<file path="src/rtl/network_pkg.sv">
// Shared types and constants for the Network classifier and its feeder/consumer stages.
package network_pkg;

    localparam int DATA_W = 100;
    localparam int N_IN   = 9;

    typedef logic signed [DATA_W-1:0] feature_t;

    typedef enum logic [1:0] {
        LOAD   = 2'd0,
        START  = 2'd1,
        WAIT   = 2'd2,
        RESULT = 2'd3
    } loader_state_e;

endpackage

</file>
<file path="src/rtl/net_timeout_counter.sv">
// Up-counter with synchronous clear; tc_o flags TIMEOUT_CYC-1 and the count holds there.
module net_timeout_counter #(
    parameter int TIMEOUT_CYC = 1024
) (
    input  logic clk,
    input  logic rst,
    input  logic clr_i,
    input  logic en_i,
    output logic tc_o
);

    localparam int CNT_W = (TIMEOUT_CYC > 1) ? $clog2(TIMEOUT_CYC) : 1;
    localparam logic [CNT_W-1:0] CNT_LAST = CNT_W'(TIMEOUT_CYC - 1);

    logic [CNT_W-1:0] cnt_q;
    logic [CNT_W-1:0] cnt_d;

    assign tc_o = (cnt_q == CNT_LAST);

    always_comb begin
        cnt_d = cnt_q;
        if (clr_i) begin
            cnt_d = '0;
        end else if (en_i && !tc_o) begin
            cnt_d = cnt_q + 1'b1;
        end
    end

    always_ff @(posedge clk or posedge rst) begin
        if (rst) begin
            cnt_q <= '0;
        end else begin
            cnt_q <= cnt_d;
        end
    end

endmodule

</file>
<file path="src/rtl/network_frame_loader.sv">
// Assembles a 9-word frame, starts the Network, and returns its result (or a timeout error).
// state  | meaning
// LOAD   | accepting feature words into the frame registers
// START  | one-cycle net_start pulse, frame held stable
// WAIT   | waiting for a rising edge on net_end, timeout running
// RESULT | result presented until res_ready
module network_frame_loader
    import network_pkg::*;
#(
    parameter int TIMEOUT_CYC = 1024
) (
    input  logic     clk,
    input  logic     rst,
    input  feature_t s_data,
    input  logic     s_valid,
    output logic     s_ready,
    output feature_t net_input_0,
    output feature_t net_input_1,
    output feature_t net_input_2,
    output feature_t net_input_3,
    output feature_t net_input_4,
    output feature_t net_input_5,
    output feature_t net_input_6,
    output feature_t net_input_7,
    output feature_t net_input_8,
    output logic     net_start,
    input  feature_t net_out,
    input  logic     net_end,
    output feature_t res_data,
    output logic     res_err,
    output logic     res_valid,
    input  logic     res_ready,
    output logic     busy
);

    localparam int IDX_W = $clog2(N_IN);
    localparam logic [IDX_W-1:0] LAST_IDX = IDX_W'(N_IN - 1);

    loader_state_e  state_q;
    logic [IDX_W-1:0] idx_q;
    feature_t       frame_q [N_IN];
    logic           s_ready_q;
    logic           net_start_q;
    logic           net_end_q;
    feature_t       res_data_q;
    logic           res_err_q;
    logic           res_valid_q;
    logic           end_rise;
    logic           tmo_tc;

    // A level held over from an earlier frame must not complete this one.
    assign end_rise = net_end && !net_end_q;

    net_timeout_counter #(
        .TIMEOUT_CYC(TIMEOUT_CYC)
    ) u_timeout (
        .clk   (clk),
        .rst   (rst),
        .clr_i (state_q != WAIT),
        .en_i  (state_q == WAIT),
        .tc_o  (tmo_tc)
    );

    always_ff @(posedge clk or posedge rst) begin
        if (rst) begin
            state_q     <= LOAD;
            idx_q       <= '0;
            frame_q     <= '{default: '0};
            s_ready_q   <= 1'b0;
            net_start_q <= 1'b0;
            net_end_q   <= 1'b0;
            res_data_q  <= '0;
            res_err_q   <= 1'b0;
            res_valid_q <= 1'b0;
        end else begin
            net_end_q   <= net_end;
            net_start_q <= 1'b0;
            case (state_q)
                LOAD: begin
                    s_ready_q <= 1'b1;
                    if (s_valid && s_ready_q) begin
                        frame_q[idx_q] <= s_data;
                        if (idx_q == LAST_IDX) begin
                            idx_q       <= '0;
                            state_q     <= START;
                            net_start_q <= 1'b1;
                            s_ready_q   <= 1'b0;
                        end else begin
                            idx_q <= idx_q + 1'b1;
                        end
                    end
                end
                START: begin
                    state_q <= WAIT;
                end
                WAIT: begin
                    // Edge takes priority over a coincident timeout.
                    if (end_rise) begin
                        res_data_q  <= net_out;
                        res_err_q   <= 1'b0;
                        res_valid_q <= 1'b1;
                        state_q     <= RESULT;
                    end else if (tmo_tc) begin
                        res_data_q  <= '0;
                        res_err_q   <= 1'b1;
                        res_valid_q <= 1'b1;
                        state_q     <= RESULT;
                    end
                end
                RESULT: begin
                    if (res_ready) begin
                        res_valid_q <= 1'b0;
                        s_ready_q   <= 1'b1;
                        state_q     <= LOAD;
                    end
                end
                default: state_q <= LOAD;
            endcase
        end
    end

    assign s_ready     = s_ready_q;
    assign net_start   = net_start_q;
    assign res_data    = res_data_q;
    assign res_err     = res_err_q;
    assign res_valid   = res_valid_q;
    assign busy        = (state_q != LOAD);
    assign net_input_0 = frame_q[0];
    assign net_input_1 = frame_q[1];
    assign net_input_2 = frame_q[2];
    assign net_input_3 = frame_q[3];
    assign net_input_4 = frame_q[4];
    assign net_input_5 = frame_q[5];
    assign net_input_6 = frame_q[6];
    assign net_input_7 = frame_q[7];
    assign net_input_8 = frame_q[8];

endmodule

</file>
<file path="config.mk">
export PLATFORM = sky130hd
export DESIGN_NAME = network_frame_loader
export DESIGN_NICKNAME = d
export VERILOG_FILES = /design/src/rtl/network_pkg.sv /design/src/rtl/net_timeout_counter.sv /design/src/rtl/network_frame_loader.sv
export SDC_FILE = /design/constraint.sdc
export NUM_CORES = 2
export LEC_CHECK = 0
export CAP_MARGIN = 40
export CELL_PAD_IN_SITES_DETAIL_PLACEMENT = 0
export CELL_PAD_IN_SITES_GLOBAL_PLACEMENT = 2
export CORE_AREA = 2 2 466 468
export CTS_CLUSTER_DIAMETER = 60
export DETAILED_ROUTE_END_ITERATION = 6
export DIE_AREA = 0 0 468 470
export GPL_TIMING_DRIVEN = 0
export HOLD_SLACK_MARGIN = 0.08
export PLACE_DENSITY = 0.57
export REMOVE_ABC_BUFFERS = 1
export SLEW_MARGIN = 20
export SYNTH_ARGS = -nofsm -noshare
export SYNTH_HDL_FRONTEND = slang
export SYNTH_SLANG_ARGS = --single-unit
export TNS_END_PERCENT = 30
</file>
<file path="constraint.sdc">
create_clock -name clk -period 83.8 [get_ports clk]
set_input_delay 8.38 -clock clk [delete_from_list [all_inputs] [get_ports clk]]
set_output_delay 8.38 -clock clk [all_outputs]
set_load 0.01 [all_outputs]
</file>
After elaboration in Yosys (flattened, before gate mapping):

Cells that the tools add are included.

* output and inout bits: 1005
* input port bits: 205
* register bits after elaboration: 1021
* word-level logic and storage cells: 76

* multiplexer cells: 26
* equality and inequality tests: 10
* add/subtract/negate cells: 2
* bitwise gates (word level): 1
* reductions and logical operators: 17
* order comparisons: 2

Operators by type and width (number)
* $bwmux W900: 1
* $demux W100 S4: 1
* $mux W100: 3
* $mux W10: 2
* $add A10 B1 Y10 const B: 1
* $eq A10 B10 Y1 const B: 1
* $mux W1: 10
* $mux W2: 5
* $reduce_bool A2 Y1: 5
* $ne A2 B2 Y1 const B: 4
* $pmux W2 S4: 1
* $reduce_and A2 Y1: 3
* $ge A5 B5 Y1 const B: 1
* $lt A5 B1 Y1 const B: 1
* $not A4 Y5: 1
* $add A4 B1 Y4 const B: 1
* $eq A2 B2 Y1 const B: 2
* $eq A4 B4 Y1 const B: 1
* $logic_and A1 B1 Y1: 4
* $mux W4: 1
* $pmux W1 S2: 2
* $reduce_and A4 Y1: 1
* $ne A3 B3 Y1 const B: 1
* $reduce_and A3 Y1: 1
* 3 further kinds: 4

Longest topological paths before layout:

* depth after elaboration: 6
* mapped depth: 7
* gate-level depth less buffers: 6

Modules after synthesis:

Synthesis repeated with hierarchy kept, for this count alone.

* cell total of the unflattened synthesis: 2259
* area total of the unflattened synthesis: 38252.9 µm²

Modules (own cells, without submodules)
* network_frame_loader: area each 37617.3 µm², instances 1, cells each 2193, sequential area each 25299.3 µm²
* net_timeout_counter: area each 635.6 µm², instances 1, cells each 66, sequential area each 250.2 µm²

Worst setup path after synthesis:

OpenSTA, ideal clock, no wires.

* path kind: input-to-reg
* start point: input port s_valid
* end point: register frame_q, in the netlist net_input_8[10]
* path buffers: 2
* library setup time: 0.125 ns
* data arrival time: 9.521 ns
* setup slack: 74.154 ns
* data required time: 83.675 ns
* cell stages on the path: 5
* cells stage by stage: nand3_1 nor3_1 buf_2 buf_4 mux2_2

* longest elaborated chain between the ends: 2

Ends and longest elaborated chain
* from (decl): RTL line network_frame_loader.sv:15 `input logic s_valid,`
* $logic_and A1 B1 Y1: RTL line network_frame_loader.sv:81 `if (s_valid && s_ready_q) begin`
* $reduce_and A2 Y1 (no source line)
* to (signal, indexed assignment): RTL line network_frame_loader.sv:82 `frame_q[idx_q] <= s_data;`
* to (decl): RTL line network_frame_loader.sv:41 `feature_t frame_q [N_IN];`

Every way passes these cells.
A chain may end at the register's enable or synchronous reset.

Final worst setup path:

* start point: input port s_valid
* end point: register frame_q, in the netlist net_input_0[42]

The elaborated chain is that of the path after synthesis.

==> results.cfg <==
[global_route]
antenna_found_initial = 20
global_route_wire_length_before_repair_mm = 217
grt_overflow_total = 0
vias_in_the_first_global_route = 26500
grt_start_max_net_pins = 98
globalRouteTotalUtil_pct = 13.9

[sta]
worst_slew_margin_relative_to_its_limit_pct = 41.2
setup_ws_ns = 72.47
fin_worst_skew_ns = 0.0284
timing.hold.ws_ns = 0.486
fmax_mhz = 88.3
final.setup.tns_ns = 0
finalCritPeriodShare_pct = 13.5
rsz0062_at_grt = false
timing.final.hold_violations = 0
layout_min_cycle_time_ns = 11.33
worstMarginPinSlew_ns = 0.879
setup_violations = 0
slew_violations = 0

[worst_setup_path]
cp.required_ns = 84.46
regToRegSetupSlack_ns = 79.85
worst_setup_path_end_kind = flip-flop
crit_path_start = s_valid
critical-path-max-stage-delay_ns = 0.71
worst-path-buf-inv = 9
timing.setup.critical_path_class = in2reg
critPathLaunchType = primary input
r2r_start = state_q[0]
critPathSlowestCell = sky130_fd_sc_hd__nor3_2
arrival_ns = 11.99
path_common_cell = sky130_fd_sc_hd__buf_4
worst-path-max-fanout = 8
crit_chain = clkdlybuf4s50_1 > nand3_1 > nor3_2 > buf_4 > buf_4 > buf_4 > buf_4 > buf_4 > buf_4 > buf_4 > buf_4 > mux2_2
top_delay_family_on_crit_path = buffers and inverters

[cells_and_area]
final_non_filler_cell_total = 6551
drive_gt1_share_pct = 32.4
layout.nets = 3791
mostFrequentLayoutCells = 1209 x sky130_fd_sc_hd__clkdlybuf4s50_1, 1021 x sky130_fd_sc_hd__dfrtp_1, 868 x sky130_fd_sc_hd__mux2_2
syn2layout_area_growth_pct = 56.7
most_frequent_standard_cell_in_the_layout_excluding_fill_and_tap_cells = sky130_fd_sc_hd__clkdlybuf4s50_1
final_util_pct = 27.4

[power]
vdd_drop_max_v = 0.0000199
powerDensity_nw_per_um2 = 34.0
cellLeakagePower_nw = 27.1

[cts]
cts.root.buffer_cell = sky130_fd_sc_hd__clkbuf_16
clk_latency_ns = 0.80
cts_buffer_depth = 3
cts_post_setup_buffers_inserted = 0
numCtsBuffers = 140
tritoncts_clock_tree = yes
cts_hold_repair.buffers = 0
clkSinkCount = 1021
clkTransAtPathRegs_ns = 0.06
post_cts_resized = 0
clock_tree.htree_level_count = 4

[synthesis]
synth-warning-count = 0
synth_mux_area_share_pct = 26.9
ys_seq_area_share_pct = 67.7
synth-compound-area-share_pct = 2.77
synth_xor_xnor_area_share_pct = 0.0696
synthArstFlopShare_pct = 100
synth_adder_area_share_pct = 0.298
dominant_combinational_cell_family_by_area_after_synthesis = multiplexers
synthesis.area_um2 = 37800
synth_area_leaders = sky130_fd_sc_hd__dfrtp_1 68%, sky130_fd_sc_hd__mux2_2 26%, sky130_fd_sc_hd__a22o_1 2.3%, sky130_fd_sc_hd__mux2_1 0.98%, sky130_fd_sc_hd__buf_2 0.94%
synth_enable_flop_cells = 0
synth_top_area_share_pct = 67.7
ys_types = 37
postSynth.topFlopCell = sky130_fd_sc_hd__dfrtp_1
synth-simple-area-share_pct = 0.749
synth_area_leader_cell = sky130_fd_sc_hd__dfrtp_1
postSynthCellCount = 2245
synth_area_per_cell_um2 = 16.8
postSynthRegisterBits = 1021

[routing]
drt.antenna.violating_nets = 0
routed_via_count_divided_by_cell_count = 3.83
routed-via-count = 25100
initialDrtViolationCount = 928
detailed_route_wire_length_per_cell_um = 23.8
totalWireLength_mm = 156
drcViolationCount = 0
drtPass1Iterations = 4

[hold_path]
hp-class = reg2reg
worstHoldStart = net_input_1[59]

[placement]
dp.cells = 6287
place.gp.congestion = 0.781
portBuffers = 1209
setup_ws_pre_cts_ns = 71.63
post-dp-hpwl_mm = 115

[floorplanning]
design.die.area_um2 = 220000
die-height_um = 470
core_um2 = 216000
top_level_ports = 1210
die_width_um = 468
placement_rows = 171
floorplan.initialDensity_pct = 17.5

[flow_run]
maximum_capacitance_violations = 0

[status]
outcome = finished, final reports clean
synthesized netlist by cell type, drive strengths merged, types with 4 or more instances:
master	n
nand3	6
a21oi	5
mux2	901
nor3	10
buf	78
ha	9
o21ai	6
clkbuf	39
nand2	17
nand2b	4
inv	10
dfrtp	1021
nor2	12
a22o	101
worst reg2reg max path, cell delays in order (launching register included):
cell	delay (ns)
sky130_fd_sc_hd__dfrtp_1	0.39
sky130_fd_sc_hd__inv_1	0.13
sky130_fd_sc_hd__ha_1	0.33
sky130_fd_sc_hd__nand2b_1	0.16
sky130_fd_sc_hd__nor3_2	0.64
sky130_fd_sc_hd__buf_4	0.33
sky130_fd_sc_hd__buf_4	0.21
sky130_fd_sc_hd__buf_4	0.21
sky130_fd_sc_hd__buf_4	0.22
sky130_fd_sc_hd__buf_4	0.22
sky130_fd_sc_hd__buf_4	0.21
sky130_fd_sc_hd__buf_4	0.22
sky130_fd_sc_hd__buf_4	0.22
sky130_fd_sc_hd__mux2_2	0.35
per-stage QoR:
stage	instance area (um2)	power, mW
after floorplan	37200	0.973
after global placement	52900	1.42
after detailed placement	54400	1.42
after CTS	59100	2.05
after global routing	59100	2.12
final	59200	2.01
state kept, by name, summed over array words and instances, names as in the netlist:
signal and count:
net_input_8 100, net_input_7 100, state_q 2, net_end_q 1, u_timeout.cnt_q 10, net_input_5 100
net_input_3 100, res_data 100, net_input_0 100, net_input_2 100, res_valid 1, net_input_6 100
net_input_1 100, idx_q 4, net_start 1, s_ready 1, net_input_4 100, res_err 1
power by group:
part	switching (mW)	total (mW)	leakage, nW	internal (mW)
registers	0.0834	0.735	13.9	0.651
clock network	0.243	0.608	2.30	0.365
logic	0.281	0.671	10.9	0.390
final timing paths:
check	end	cells past startpoint
max	net_input_0[42]	12
min	net_input_1[59]	1
max reg2reg	net_input_0[42]	13
min reg2reg	net_input_1[59]	1
max in group asynchronous	net_input_8[69]	8
min in group asynchronous	res_data[21]	2
final cells by class:
| type | count | area [um2] |
|---|---|---|
| diodes | 10 | 25.0 |
| flip-flops and latches | 1021 | 25500 |
| well taps | 2854 | 3570 |
| multi-input cells | 1097 | 11700 |
| inverters | 10 | 45.0 |
| clock inverters | 47 | 632 |
| fillers | 22100 | 156000 |
| clock buffers | 205 | 4070 |
| repair buffers | 1307 | 13600 |
metal layers:
layer,vias to the layer above,GRT usage [%],share of wire (%)
met5,-,0,0.074
met4,18,4.95,3.2
met3,231,5.81,9.7
met2,932,22.2,46
met1,13100,16.6,41
li1,10800,-,-
logic make-up after synthesis:
kind of cell,Yosys count
AOI/OAI and AO/OA,125
adders and majority gates,9
buffers and inverters,127
and+or+nand+nor,58
muxes,902
DFF,1021
xor gates and xnor gates,3
No activity file was read; power rests on OpenSTA's default activity.
